File: src/rtl/dut_pkg.sv
// Shared constants for the dut_core OR engine: register map and default widths.
package dut_pkg;

  localparam int DEF_DATA_W     = 8;
  localparam int DEF_ADDR_W     = 3;
  localparam int DEF_FIFO_DEPTH = 2;

  localparam int ADDR_A_STATUS = 0;
  localparam int ADDR_B_STATUS = 1;
  localparam int ADDR_Y_STATUS = 2;
  localparam int ADDR_Y_DATA   = 3;
  localparam int ADDR_A_DATA   = 4;
  localparam int ADDR_B_DATA   = 5;

endpackage

File: src/rtl/dut_sync_fifo.sv
// Small synchronous FIFO with first-word-fall-through head; push and pop may coincide.
// The caller never pushes when full, so occupancy is simply count + push - pop.
module dut_sync_fifo #(
  parameter int WIDTH = 8,
  parameter int DEPTH = 2
) (
  input  logic             clk,
  input  logic             rst_n,
  input  logic             push,
  input  logic [WIDTH-1:0] push_data,
  input  logic             pop,
  output logic [WIDTH-1:0] head,
  output logic             full,
  output logic             empty
);

  localparam int PTR_W = (DEPTH > 1) ? $clog2(DEPTH) : 1;
  localparam int CNT_W = $clog2(DEPTH + 1);

  logic [WIDTH-1:0] mem_q [DEPTH];
  logic [PTR_W-1:0] wr_ptr_q, wr_ptr_d;
  logic [PTR_W-1:0] rd_ptr_q, rd_ptr_d;
  logic [CNT_W-1:0] count_q, count_d;

  // Explicit wrap keeps pointers legal for any DEPTH, not only powers of two.
  function automatic logic [PTR_W-1:0] ptr_inc(input logic [PTR_W-1:0] p);
    return (p == PTR_W'(DEPTH - 1)) ? '0 : p + PTR_W'(1);
  endfunction

  always_comb begin
    wr_ptr_d = push ? ptr_inc(wr_ptr_q) : wr_ptr_q;
    rd_ptr_d = pop  ? ptr_inc(rd_ptr_q) : rd_ptr_q;
    count_d  = count_q + CNT_W'(push) - CNT_W'(pop);
  end

  always_ff @(posedge clk) begin
    if (!rst_n) begin
      wr_ptr_q <= '0;
      rd_ptr_q <= '0;
      count_q  <= '0;
    end else begin
      wr_ptr_q <= wr_ptr_d;
      rd_ptr_q <= rd_ptr_d;
      count_q  <= count_d;
    end
  end

  always_ff @(posedge clk) begin
    if (push) begin
      mem_q[wr_ptr_q] <= push_data;
    end
  end

  assign head  = mem_q[rd_ptr_q];
  assign full  = (count_q == CNT_W'(DEPTH));
  assign empty = (count_q == '0);

endmodule

File: src/rtl/dut_core.sv
// Register-mapped A|B engine: host fills a_ff/b_ff, core pushes results into y_ff.
// Define DUT_COUNTER_SAT_EN to make counter_out saturate instead of wrapping.
module dut_core
  import dut_pkg::*;
#(
  parameter int DATA_W     = DEF_DATA_W,
  parameter int ADDR_W     = DEF_ADDR_W,
  parameter int FIFO_DEPTH = DEF_FIFO_DEPTH
) (
  input  logic              CLK,
  input  logic              RST_N,
  input  logic [ADDR_W-1:0] write_address,
  input  logic [DATA_W-1:0] write_data,
  input  logic              write_en,
  output logic              write_rdy,
  input  logic [ADDR_W-1:0] read_address,
  input  logic              read_en,
  output logic [DATA_W-1:0] read_data,
  output logic              read_rdy,
  output logic [DATA_W-1:0] counter_out,
  output logic              a_ff_EMPTY_N
);

  logic              a_full, a_empty, b_full, b_empty, y_full, y_empty;
  logic [DATA_W-1:0] a_head, b_head, y_head;
  logic              a_push, b_push, y_pop, compute;
  logic [DATA_W-1:0] counter_q, counter_d;

  always_comb begin
    write_rdy = 1'b1;
    if (write_address == ADDR_W'(ADDR_A_DATA)) begin
      write_rdy = ~a_full;
    end else if (write_address == ADDR_W'(ADDR_B_DATA)) begin
      write_rdy = ~b_full;
    end
  end

  always_comb begin
    read_data = '0;
    read_rdy  = 1'b1;
    case (read_address)
      ADDR_W'(ADDR_A_STATUS): read_data = {{(DATA_W-1){1'b0}}, ~a_full};
      ADDR_W'(ADDR_B_STATUS): read_data = {{(DATA_W-1){1'b0}}, ~b_full};
      ADDR_W'(ADDR_Y_STATUS): read_data = {{(DATA_W-1){1'b0}}, ~y_empty};
      ADDR_W'(ADDR_Y_DATA): begin
        if (y_empty) begin
          read_rdy = 1'b0;
        end else begin
          read_data = y_head;
        end
      end
      default: read_data = '0;
    endcase
  end

  // All decisions use pre-edge full/empty, so simultaneous push/pop never over/underflows.
  assign a_push  = write_en & write_rdy & (write_address == ADDR_W'(ADDR_A_DATA));
  assign b_push  = write_en & write_rdy & (write_address == ADDR_W'(ADDR_B_DATA));
  assign y_pop   = read_en & read_rdy & (read_address == ADDR_W'(ADDR_Y_DATA));
  assign compute = ~a_empty & ~b_empty & ~y_full;

  always_comb begin
    counter_d = counter_q;
    if (compute) begin
`ifdef DUT_COUNTER_SAT_EN
      if (counter_q != '1) begin
        counter_d = counter_q + DATA_W'(1);
      end
`else
      counter_d = counter_q + DATA_W'(1);
`endif
    end
  end

  always_ff @(posedge CLK) begin
    if (!RST_N) begin
      counter_q <= '0;
    end else begin
      counter_q <= counter_d;
    end
  end

  dut_sync_fifo #(.WIDTH(DATA_W), .DEPTH(FIFO_DEPTH)) u_a_ff (
    .clk       (CLK),
    .rst_n     (RST_N),
    .push      (a_push),
    .push_data (write_data),
    .pop       (compute),
    .head      (a_head),
    .full      (a_full),
    .empty     (a_empty)
  );

  dut_sync_fifo #(.WIDTH(DATA_W), .DEPTH(FIFO_DEPTH)) u_b_ff (
    .clk       (CLK),
    .rst_n     (RST_N),
    .push      (b_push),
    .push_data (write_data),
    .pop       (compute),
    .head      (b_head),
    .full      (b_full),
    .empty     (b_empty)
  );

  dut_sync_fifo #(.WIDTH(DATA_W), .DEPTH(FIFO_DEPTH)) u_y_ff (
    .clk       (CLK),
    .rst_n     (RST_N),
    .push      (compute),
    .push_data (a_head | b_head),
    .pop       (y_pop),
    .head      (y_head),
    .full      (y_full),
    .empty     (y_empty)
  );

  assign counter_out  = counter_q;
  assign a_ff_EMPTY_N = ~a_empty;

endmodule

File: config.mk
export PLATFORM = sky130hd
export DESIGN_NAME = dut_core
export DESIGN_NICKNAME = d
export VERILOG_FILES = /design/src/rtl/dut_pkg.sv /design/src/rtl/dut_sync_fifo.sv /design/src/rtl/dut_core.sv
export SDC_FILE = /design/constraint.sdc
export NUM_CORES = 1
export LEC_CHECK = 0
export CORE_MARGIN = 5
export CORE_UTILIZATION = 54
export CTS_CLUSTER_DIAMETER = 120
export DETAILED_ROUTE_END_ITERATION = 7
export PLACE_DENSITY = 0.78
export REMOVE_ABC_BUFFERS = 1
export SYNTH_ARGS = -nofsm -noshare
export SYNTH_HDL_FRONTEND = slang
export SYNTH_SLANG_ARGS = --single-unit
File: constraint.sdc
create_clock -name CLK -period 2.36 [get_ports CLK]
set_clock_uncertainty 0.05 [all_clocks]
set_input_delay 0.472 -clock CLK [delete_from_list [all_inputs] [get_ports CLK]]
set_output_delay 0.472 -clock CLK [all_outputs]
set_load 0.1 [all_outputs]
==> impl_results.md <==
* Run status: completed
* Top cell type by total area after synthesis: edfxtp_1
* Initial Util at 0.5654
* GRT Util Overall at 0.1655
* Overall die height at 83.82 um
* Placed cell count at 331
* Reg area at 0.001902 mm^2
* Clk buf depth at 2
* Slew @ Worst Pin at 0.5323 ns
* DRC at 0
* Number of max-cap violations at 0
* FF+latch count, synth at 71
* Syn-to-layout area delta at 27.21%
* Worst path required time at 1.84 ns
* CTS tree: done
* Min Hold Slack at 0.4329 ns
* Final Non-Filler Cells at 347
* Final TNS setup at 0 ns
* Clock root buffer: clkbuf_8
* WL per Instance at 15.22 um
* CP Capture Type: output pin
* GRT overflow at 0
* Crit-path slowest cell: clkdlybuf4s50_1
* Minimum clock period at 2.323 ns
* Clock sinks at 71
* Largest net degree at the start of global routing at 26
* H-tree depth at 3
* Die ar. at 0.007026 mm^2
* Post-synthesis sequential area ratio at 0.6463
* Drt pass-1 iters at 4
* Ports at 37
* Most common cell after layout, fill and taps aside: edfxtp_1
* Post-synthesis cell area at 0.002943 mm^2
* Inserted Clock Buffers at 9
* Commonest cells after routing, fill and taps aside: 48 x edfxtp_1, 30 x mux2i_1, 23 x dfxtp_1, 23 x buf_4, 17 x clkdlybuf4s50_1
* Die Wd at 83.82 um
* Power Dens Cells at 614.1 mW/mm^2
* Slew Viols, Final at 0
* Synth Warn # at 0
* Final hold violation count at 0
* Critical Path AT at 1.80 ns
* Filler cell count at 363
* Num rows at 26
* Crit-path max cell delay at 0.47 ns
* Nets at 296
* Total Wirelength at 5280 um
* Max FO, Critical Path at 7
* Worst setup SP type: input port
* DP Area at 0.003562 mm^2
* Max Clk Rate at 430.4 MHz
* Area contributors post-synth: edfxtp_1 49%, dfxtp_1 16%, mux2i_1 10%
* Post-DRT Antenna Nets at 0
* Top cell type's share of synthesized area at 0.4898
* Layout cells sized above 1 at 0.2058
* Tcrit/Tclk final at 0.9844
* DR vias at 1762
* Finished Cell Area at 0.003744 mm^2
* RSZ-0062 raised after global routing: yes
* Clk Latency, worst-skew pair at 0.34 ns
* Core area at 0.005205 mm^2
* Critical path cell sequence: clkdlybuf4s50_1 > and3b_1 > o21ai_1 > buf_4 > nor2_1 > buf_12
* Post-synthesis cell type count at 32
* Worst vdd ir at 0.3921 mV
* Global-route wire length before repair at 8907 um
* Via density per instance at 5.078
* Final GP Congestion at 0.7453
* Post-synthesis average cell area at 13.62 um^2
* Flop-to-flop setup slack at 0.37 ns
* Leak Pwr at 1.373 nW
* Setup violators final at 0
* Vias in the first global route at 1830
* Max-slew headroom at 0.6447
* 1st-iter DRT viols at 133
* Initial antenna violation count at 0
* DP HPWL at 3753 um
* Diode count at 0
* Critical path type: input port to output pin
* Clock-pin transition on the worst setup and hold timing paths at 0.07 ns
* Area occupied by multi-input gates at 987.2 um^2
* PortBufs at 36
* Min-Delay Path Class: flip-flop to flip-flop
* Cells after synthesis at 216
-- area by class of cell --
| cell class | count | share of cell area |
|---|---|---|
| Clock buffer | 9 | 0.03309 |
| Sequential cell | 71 | 0.5080 |
| Timing Repair Buffer | 51 | 0.1504 |
| Inverter | 8 | 0.008021 |
| Tap cell | 70 | 0.02340 |
| Multi-Input combinational cell | 131 | 0.2637 |
| Clock inverter | 7 | 0.01337 |
-- worst paths after layout --
path	from	end	cells after the start
worst min-delay path	counter_out[7]	counter_out[7]	2
worst min register to register	counter_out[7]	counter_out[7]	2
worst max-delay path	read_address[0]	read_data[1]	6
worst max register to register	u_a_ff.count_q[1]	u_b_ff.count_q[1]	6
-- power breakdown --
part           switching (mW)  total [mW]  internal (mW)
registers             0.00659        1.34           1.33
logic                  0.0674       0.124         0.0569
clock network           0.454       0.834          0.380
-- per-layer routing --
metal  track usage  share of wire  vias up
met5             0              0        -
met4       0.07018          0.016        0
met3       0.03751          0.034        9
met2        0.2813           0.50       25
met1        0.2018           0.45      849
li1              -              -      879
-- through the flow --
step / setup slack [ns] / power (mW) / utilization
floorplan: -0.2974 / 1.422 / -
CTS: 0.002698 / 2.320 / 0.7183
detailed placement: -0.04404 / 1.493 / 0.6844
global placement: 0.03041 / 1.488 / 0.6844
global route: -0.04801 / 2.389 / 0.7192
finish: 0.03671 / 2.299 / 0.7192
-- state kept, by name, summed over array words and instances (netlist names), 2 cells and up, named ones only --
register	cells
counter_out	8
u_a_ff.count_q	2
u_b_ff.mem_q	16
u_y_ff.count_q	2
u_a_ff.mem_q	16
u_y_ff.mem_q	16
u_b_ff.count_q	2
-- cells by family (layout without fill, tap and decap cells) --
family / after synthesis / in the layout / synth area share
compound gates: 8 / 8 / 0.01786
xor+xnor: 13 / 13 / 0.03869
fa+ha+maj: 6 / 6 / 0.02551
buf+inv: 14 / 75 / 0.02083
flops: 71 / 71 / 0.6463
mux: 30 / 30 / 0.1020
simple gates: 74 / 74 / 0.1488
-- critical path: cells and delay by family --
family          cells  cell delay, ns
compound gates      1            0.08
buf+inv             3            0.85
simple gates        2            0.38
-- Yosys cell counts --
| cell | number |
|---|---|
| o21a_1 | 3 |
| nor3b_1 | 1 |
| nor4_1 | 5 |
| mux2i_1 | 30 |
| nor2b_1 | 7 |
| nand3_1 | 2 |
| xor2_1 | 6 |
| nand2b_1 | 3 |
| nor3_4 | 1 |
| o211ai_1 | 1 |
| buf_2 | 1 |
| xnor2_1 | 7 |
| nand2_1 | 15 |
| or3b_1 | 1 |
| nor3_1 | 1 |
| and4_1 | 1 |
| buf_1 | 1 |
| o21ai_1 | 1 |
| or3b_2 | 1 |
| a211oi_1 | 1 |
| ha_1 | 6 |
| nor4b_2 | 3 |
| a21oi_1 | 2 |
| and3b_1 | 2 |
| inv_1 | 8 |
| buf_6 | 1 |
| edfxtp_1 | 48 |
| dfxtp_1 | 23 |
| and2_1 | 16 |
| nand3b_1 | 1 |
| nor2_1 | 14 |
| clkbuf_1 | 3 |
-- what timing repair did --
item,CTS,global route
buffers inserted,0,0
resized for setup,1,2
hold buffers,0,0
endpoints found under the setup margin,1,9
No activity file was read; power rests on OpenSTA's default activity.
